===== config.mk =====
export PLATFORM = sky130hd
export DESIGN_NAME = stream_mux_rr_flat
export DESIGN_NICKNAME = d
export VERILOG_FILES = /design/src/rtl/stream_mux_pkg.sv /design/src/rtl/stream_mux_rr_if.sv /design/src/rtl/mux_N_bit_length.sv /design/src/rtl/rr_arbiter.sv /design/src/rtl/stream_mux_rr.sv /design/src/flat_wrapper.sv
export SDC_FILE = /design/constraint.sdc
export NUM_CORES = 1
export LEC_CHECK = 0
export ABC_AREA = 1
export CAP_MARGIN = 10
export CORE_AREA = 2 2 126 128
export CTS_CLUSTER_SIZE = 30
export DETAILED_ROUTE_END_ITERATION = 8
export DIE_AREA = 0 0 128 130
export PLACE_DENSITY = 0.8
export SETUP_SLACK_MARGIN = 0.05
export SLEW_MARGIN = 20
export SYNTH_ARGS = -nofsm -noshare
export SYNTH_HDL_FRONTEND = slang
export SYNTH_SLANG_ARGS = --single-unit

===== constraint.sdc =====
create_clock -name clk -period 5 [get_ports clk]
set_clock_uncertainty 0.05 [all_clocks]
set_input_delay 1 -clock clk [delete_from_list [all_inputs] [get_ports clk]]
set_output_delay 1 -clock clk [all_outputs]
set_load 0.03 [all_outputs]

===== src/rtl/stream_mux_pkg.sv =====
// Shared types and the rotate-priority pick used by stream_mux_rr.
package stream_mux_pkg;

   typedef enum logic {MUX_MODE_SEL = 1'b0, MUX_MODE_RR = 1'b1} mux_mode_e;
   typedef enum logic {UNLOCKED = 1'b0, LOCKED = 1'b1} lock_state_e;

   localparam int unsigned RR_MAX_N = 64;
   localparam int unsigned RR_IDX_W = 6;

   typedef struct packed {
      logic                found;
      logic [RR_IDX_W-1:0] idx;
   } rr_pick_t;

   // First set bit of valid strictly after ptr, wrapping modulo n (n a power of 2).
   function automatic rr_pick_t rr_pick(input logic [RR_MAX_N-1:0] valid,
                                        input int unsigned         ptr,
                                        input int unsigned         n);
      rr_pick_t    res;
      int unsigned pos;
      res = '0;
      for (int unsigned k = 1; k <= RR_MAX_N; k++) begin
         pos = (ptr + k) & (n - 1);
         if (k <= n && !res.found && valid[RR_IDX_W'(pos)]) begin
            res.found = 1'b1;
            res.idx   = RR_IDX_W'(pos);
         end
      end
      return res;
   endfunction

endpackage


===== src/rtl/stream_mux_rr_if.sv =====
// Bundle of the N input streams, the select and the single output stream.
interface stream_mux_rr_if #(
   parameter int unsigned NUM_INPUTS = 8,
   parameter int unsigned NUM_BITS   = 32
);
   localparam int unsigned SEL_W = $clog2(NUM_INPUTS);

   logic [NUM_BITS-1:0]   in_data [NUM_INPUTS];
   logic [NUM_INPUTS-1:0] in_valid;
   logic [NUM_INPUTS-1:0] in_last;
   logic [NUM_INPUTS-1:0] in_ready;
   logic [SEL_W-1:0]      sel;
   logic [NUM_BITS-1:0]   out_data;
   logic                  out_last;
   logic [SEL_W-1:0]      out_src;
   logic                  out_valid;
   logic                  out_ready;

   modport master (
      output in_data, in_valid, in_last, sel, out_ready,
      input  in_ready, out_data, out_last, out_src, out_valid
   );

   modport slave (
      input  in_data, in_valid, in_last, sel, out_ready,
      output in_ready, out_data, out_last, out_src, out_valid
   );
endinterface


===== src/rtl/mux_N_bit_length.sv =====
// Plain N-input data mux; the index picks one channel word.
module mux_N_bit_length #(
   parameter  int unsigned NUM_INPUTS = 8,
   parameter  int unsigned NUM_BITS   = 32,
   localparam int unsigned SEL_W      = $clog2(NUM_INPUTS)
) (
   input  logic [NUM_BITS-1:0] data_in [NUM_INPUTS],
   input  logic [SEL_W-1:0]    sel,
   output logic [NUM_BITS-1:0] data_out
);

   assign data_out = data_in[sel];

endmodule


===== src/rtl/rr_arbiter.sv =====
// Combinational rotate-priority pick: first valid channel after ptr.
module rr_arbiter
   import stream_mux_pkg::*;
#(
   parameter  int unsigned NUM_INPUTS = 8,
   localparam int unsigned SEL_W      = $clog2(NUM_INPUTS)
) (
   input  logic [NUM_INPUTS-1:0] valid,
   input  logic [SEL_W-1:0]      ptr,
   output logic [SEL_W-1:0]      grant_c,
   output logic                  found_c
);

   rr_pick_t pick_c;

   always_comb begin
      pick_c  = rr_pick(RR_MAX_N'(valid), 32'(ptr), NUM_INPUTS);
      grant_c = SEL_W'(pick_c.idx);
      found_c = pick_c.found;
   end

endmodule


===== src/rtl/stream_mux_rr.sv =====
// Funnels N valid/ready streams into one registered stream; the grant is held
// for a whole packet and chosen by external select or round-robin.
module stream_mux_rr
   import stream_mux_pkg::*;
#(
   parameter  int unsigned NUM_INPUTS = 8,
   parameter  int unsigned NUM_BITS   = 32,
   parameter  mux_mode_e   MODE       = MUX_MODE_RR,
   localparam int unsigned SEL_W      = $clog2(NUM_INPUTS)
) (
   input logic             clk,
   input logic             rst_n,
   stream_mux_rr_if.slave  bus
);

   lock_state_e           lock_q, lock_d;
   logic [SEL_W-1:0]      lock_idx_q, lock_idx_d;
   logic [SEL_W-1:0]      rr_ptr_q, rr_ptr_d;
   logic                  out_valid_q, out_valid_d;
   logic                  out_last_q, out_last_d;
   logic [SEL_W-1:0]      out_src_q, out_src_d;
   logic [NUM_BITS-1:0]   out_data_q, out_data_d;

   logic [SEL_W-1:0]      rr_grant_c, grant_c;
   logic                  rr_found_c, load_c, gnt_ok_c, xfer_c, gnt_last_c;
   logic [NUM_BITS-1:0]   gnt_data_c;
   logic [NUM_INPUTS-1:0] in_ready_c;

   rr_arbiter #(.NUM_INPUTS(NUM_INPUTS)) u_arb (
      .valid   (bus.in_valid),
      .ptr     (rr_ptr_q),
      .grant_c (rr_grant_c),
      .found_c (rr_found_c)
   );

   mux_N_bit_length #(.NUM_INPUTS(NUM_INPUTS), .NUM_BITS(NUM_BITS)) u_mux (
      .data_in  (bus.in_data),
      .sel      (grant_c),
      .data_out (gnt_data_c)
   );

   // Grant and handshake; in_ready never looks at in_data.
   always_comb begin
      load_c = ~out_valid_q | bus.out_ready;
      if (lock_q == LOCKED) begin
         grant_c  = lock_idx_q;
         gnt_ok_c = bus.in_valid[lock_idx_q];
      end else if (MODE == MUX_MODE_SEL) begin
         grant_c  = bus.sel;
         gnt_ok_c = bus.in_valid[bus.sel];
      end else begin
         grant_c  = rr_grant_c;
         gnt_ok_c = rr_found_c;
      end
      xfer_c     = load_c & gnt_ok_c;
      gnt_last_c = bus.in_last[grant_c];
      in_ready_c = '0;
      if (xfer_c) in_ready_c[grant_c] = 1'b1;
   end

   always_comb begin
      lock_d      = lock_q;
      lock_idx_d  = lock_idx_q;
      rr_ptr_d    = rr_ptr_q;
      out_valid_d = out_valid_q;
      out_last_d  = out_last_q;
      out_src_d   = out_src_q;
      out_data_d  = out_data_q;

      case (lock_q)
         UNLOCKED: if (xfer_c && !gnt_last_c) begin
            lock_d     = LOCKED;
            lock_idx_d = grant_c;
         end
         LOCKED: if (xfer_c && gnt_last_c) lock_d = UNLOCKED;
         default: lock_d = UNLOCKED;
      endcase

      if (xfer_c && gnt_last_c) rr_ptr_d = grant_c;

      if (xfer_c) begin
         out_valid_d = 1'b1;
         out_data_d  = gnt_data_c;
         out_last_d  = gnt_last_c;
         out_src_d   = grant_c;
      end else if (bus.out_ready) begin
         out_valid_d = 1'b0;
      end
   end

   always_ff @(posedge clk or negedge rst_n) begin
      if (!rst_n) begin
         lock_q      <= UNLOCKED;
         lock_idx_q  <= '0;
         rr_ptr_q    <= SEL_W'(NUM_INPUTS - 1);
         out_valid_q <= 1'b0;
         out_last_q  <= 1'b0;
         out_src_q   <= '0;
         out_data_q  <= '0;
      end else begin
         lock_q      <= lock_d;
         lock_idx_q  <= lock_idx_d;
         rr_ptr_q    <= rr_ptr_d;
         out_valid_q <= out_valid_d;
         out_last_q  <= out_last_d;
         out_src_q   <= out_src_d;
         out_data_q  <= out_data_d;
      end
   end

   assign bus.in_ready  = in_ready_c;
   assign bus.out_valid = out_valid_q;
   assign bus.out_data  = out_data_q;
   assign bus.out_last  = out_last_q;
   assign bus.out_src   = out_src_q;

endmodule


===== src/flat_wrapper.sv =====
// flat-port wrapper written by rule: the top's interface ports become plain ports
module stream_mux_rr_flat import stream_mux_pkg::*;
#(
   parameter  int unsigned NUM_INPUTS = 8,
   parameter  int unsigned NUM_BITS   = 32,
   parameter  mux_mode_e   MODE       = MUX_MODE_RR,
   localparam int unsigned SEL_W      = $clog2(NUM_INPUTS)
)
  (clk, rst_n, bus_in_data, bus_in_valid, bus_in_last, bus_sel, bus_out_ready, bus_in_ready, bus_out_data, bus_out_last, bus_out_src, bus_out_valid);
  stream_mux_rr_if #(.NUM_INPUTS(NUM_INPUTS), .NUM_BITS(NUM_BITS)) bus_i ();
  input logic clk;
  input logic rst_n;
  input wire logic [$bits(bus_i.in_data)-1:0] bus_in_data;
  input wire logic [$bits(bus_i.in_valid)-1:0] bus_in_valid;
  input wire logic [$bits(bus_i.in_last)-1:0] bus_in_last;
  input wire logic [$bits(bus_i.sel)-1:0] bus_sel;
  input wire logic [$bits(bus_i.out_ready)-1:0] bus_out_ready;
  output wire logic [$bits(bus_i.in_ready)-1:0] bus_in_ready;
  output wire logic [$bits(bus_i.out_data)-1:0] bus_out_data;
  output wire logic [$bits(bus_i.out_last)-1:0] bus_out_last;
  output wire logic [$bits(bus_i.out_src)-1:0] bus_out_src;
  output wire logic [$bits(bus_i.out_valid)-1:0] bus_out_valid;
  assign bus_i.in_data = {>>{bus_in_data}};
  assign bus_i.in_valid = bus_in_valid;
  assign bus_i.in_last = bus_in_last;
  assign bus_i.sel = bus_sel;
  assign bus_i.out_ready = bus_out_ready;
  assign bus_in_ready = bus_i.in_ready;
  assign bus_out_data = bus_i.out_data;
  assign bus_out_last = bus_i.out_last;
  assign bus_out_src = bus_i.out_src;
  assign bus_out_valid = bus_i.out_valid;
  stream_mux_rr #(.NUM_INPUTS(NUM_INPUTS), .NUM_BITS(NUM_BITS), .MODE(MODE)) u_core (.clk(clk), .rst_n(rst_n), .bus(bus_i));
endmodule

==> impl_results.md <==
* Pleak at 3.91 nW
* Chip Height at 130 um
* Row count at 46
* Critical Path Source Type: register
* Routed length per instance at 15.0 um
* Post-DR vias/cell at 4.82
* Unique cell type count in the Yosys netlist at 44
* Worst r2r path cells at 22
* Area growth, synth to finish at 65.8%
* Routed Antenna Nets at 0
* Worst Hold Path Cells at 2
* # clock sinks at 44
* Inserted Clock Buffers at 5
* First-pass GRT wire length at 30.7 mm
* Fin Hold WS at 0.432 ns
* Net Sw Frac at 0.597
* Min-Delay Path Class: register to register
* Max-Slew Margin vs Limit at 0.392
* Final net count at 1463
* Endpoints failing setup at 0
* CP max stage delay at 0.71 ns
* Largest net degree at the start of global routing at 123
* Setup TNS at 0 ns
* Worst vdd ir at 0.000695 V
* Comb power frac at 0.833
* Initial core utilization at 0.329
* Post-synthesis sequential area ratio at 0.218
* Synth Cell Area at 5070 um2
* Reg-to-reg setup timing slack at 0.85 ns
* Worst r2r src: u_core.rr_ptr_q[1]
* Final core utilization at 0.545
* Final Max Slew Viols at 0
* H-tree Lvls at 2
* Synth async-reset ratio at 1.00
* Data required time of the worst path at 3.95 ns
* # resized after CTS at 0
* CTS Hold Bufs at 0
* Vias in the first global route at 5874
* Final hold vios at 0
* Total gr overflow at 0
* Maxcap violations at 0
* Internal power at 2.68 mW
* Placed cells at 1368
* Post-Syn Instances at 898
* Port buffer count at 319
* Post-detailed-routing wire length at 20.7 mm
* Top_reg_cell synth: dfrtp_1
* Hpwl dp at 15.7 mm
* Tcrit/Tclk final at 0.916
* NetSw at 3.96 mW
* Tot GR Track Use at 0.234
* Clk root buf: clkbuf_16
* FF+latch count, synth at 44
* Tmin final at 4.58 ns
* FMAX at 0.218 GHz
* CP max-delay cell: dfstp_4
* Worst path cell trace: clkinv_2 > ha_1 > inv_2 > nand3_1 > nand3_2 > nand2_2 > nor2_4 > nand4_4 > nor2_4 > nand3_1 > nand2_1 > nand2_2 > o21ai_4 > nand2_1 > nor2_1 > buf_4
* Post-CTS setup buffers at 0
* Crit path kind: register to output port
* RSZ-0062 raised after global routing: no
* Die X at 128 um
* Post-Syn Area per Cell at 5.64 um2
* Reg power frac at 0.109
* Overall Power at 6.63 mW
* Clk pin slew, worst setup/hold paths at 0.07 ns
* GP Congestion at 0.876
* CORE AREA at 15400 um2
* IO Pins at 323
* Clock Power Share at 0.058
* Crit. End Element: output port
* Antenna violations before repair at 2
* PD cells at 789 nW/um2
* DR pass1 iterations at 5
* Critical Path AT at 3.53 ns
* DRC Markers at 0
* Clock Latency Late Sink at 0.28 ns
* Worst hold endpoint: u_core.bus.out_data[28]
* Layout cells sized above 1 at 0.0633
* Fin cells at 1378
* Synth warnings at 0
* Crit path max fanout at 11
* Outcome: completed
* Mapped Nets at 1178
* Via count at 6645
* Die area at 16600 um2
* HP Start: u_core.bus.out_data[28]
* Max Root-Sink Buffers at 2
* Worst Max-Slew Pin Slew at 0.913 ns
* Post-synth EDFFs at 0
* CTS tree: yes
* Drt initial violations at 354
==> critical path: cells and delay by family, from the launching register on <==
family	cells	cell delay, ns
buffers and inverters	3	0.50
DFF	1	0.71
and+or+nand+nor	11	1.52
adders and majority gates	1	0.38
AOI/OAI and AO/OA	1	0.12
==> through the flow <==
| step | worst slack (ns) | cell area (um2) |
|---|---|---|
| after floorplan | 0.708 | 5070 |
| after global placement | 0.605 | 8220 |
| after detailed placement | 0.557 | 8220 |
| after CTS | 0.276 | 8390 |
| after global routing | 0.104 | 8400 |
| final | 0.421 | 8400 |
==> metal layers <==
metal	routed length (um)	share of wire	GRT usage	vias to the layer above
li1	-	-	-	3431
met1	8780	0.43	0.297	2986
met2	10400	0.50	0.416	212
met3	1190	0.058	0.0422	16
met4	276	0.013	0.0524	0
met5	0	0	0	-
==> state kept, by name, summed over array words and instances (netlist names), named ones only <==
name and count:
u_core.lock_idx_q 3, u_core.rr_ptr_q 3, u_core.bus.out_last 1, u_core.bus.out_src 3, u_core.bus.out_valid 1, u_core.bus.out_data 32
==> cell usage after synthesis (3+ instances only) <==
library cell    n  area share
nand2_1       434        0.32
nor2_1        109       0.081
o21ai_1        64       0.063
dfrtp_1        41        0.20
nand3_1        38       0.038
inv_1          30       0.022
nand4_1        26       0.032
buf_2          20       0.020
o211ai_1       15       0.022
o21ai_0        15       0.015
buf_6          11       0.024
buf_4           9       0.013
clkbuf_1        9      0.0067
or2_1           9       0.011
a21oi_1         8      0.0079
nand2_2         7      0.0086
inv_2           6      0.0044
nor2_4          5       0.011
nand3_2         4      0.0079
dfstp_2         3       0.016
o21a_1          3      0.0044
==> kinds of logic after synthesis <==
| group | count (synthesis) | synth area share |
|---|---|---|
| XOR/XNOR | 3 | 0.0119 |
| adder cells (fa/ha/maj) | 2 | 0.00494 |
| AO/OA/AOI/OAI | 118 | 0.139 |
| AND/OR/NAND/NOR | 640 | 0.528 |
| flip-flops | 44 | 0.218 |
| buffers and inverters | 91 | 0.0982 |
==> how the worst max path moves through the flow <==
stage | start | end | cells past startpoint
detailed placement | bus_in_valid[6] | bus_in_ready[3] | 15
CTS | u_core.rr_ptr_q[1] | bus_in_ready[3] | 16
global placement | bus_in_valid[2] | bus_in_ready[3] | 15
global route | u_core.rr_ptr_q[0] | bus_in_ready[3] | 16
finish | u_core.rr_ptr_q[1] | bus_in_ready[3] | 16
floorplan | u_core.rr_ptr_q[1] | bus_in_ready[5] | 20
==> cell usage in the layout (no fill, tap or decap), drive strengths merged <==
cell type / count
clkinv: 3
a31oi: 2
nor2: 116
clkdlybuf4s50: 310
o211ai: 16
inv: 38
ha: 2
or2: 11
bufinv: 1
dfrtp: 41
nand3: 43
clkbuf: 5
o21a: 3
diode: 2
a2bb2oi: 2
nand4: 27
a21oi: 10
buf: 19
clkinvlp: 1
nand2: 443
o21bai: 2
a32o: 2
dfstp: 3
o21ai: 81
xnor2: 1
xor2: 2
==> power by group through the flow <==
stage                     clock network (mW)  logic (mW)  registers, mW
after floorplan                            0        3.92          0.951
after global placement                     0        5.49          0.715
after detailed placement                   0        5.54          0.722
after CTS                              0.398        5.56          0.718
after global routing                   0.410        6.14          0.745
final                                  0.386        5.53          0.720
==> layout make-up <==
cell class / count / area [um2]
antenna: 2 / 5.00
clock buffer: 5 / 125
clock inverter: 3 / 46.3
fill: 1548 / 7020
inverter: 40 / 154
multi-input combinational: 763 / 3470
sequential: 44 / 1110
tap: 192 / 240
timing repair buffer: 329 / 3260
Note: power is estimated with default switching activity, not from simulation.
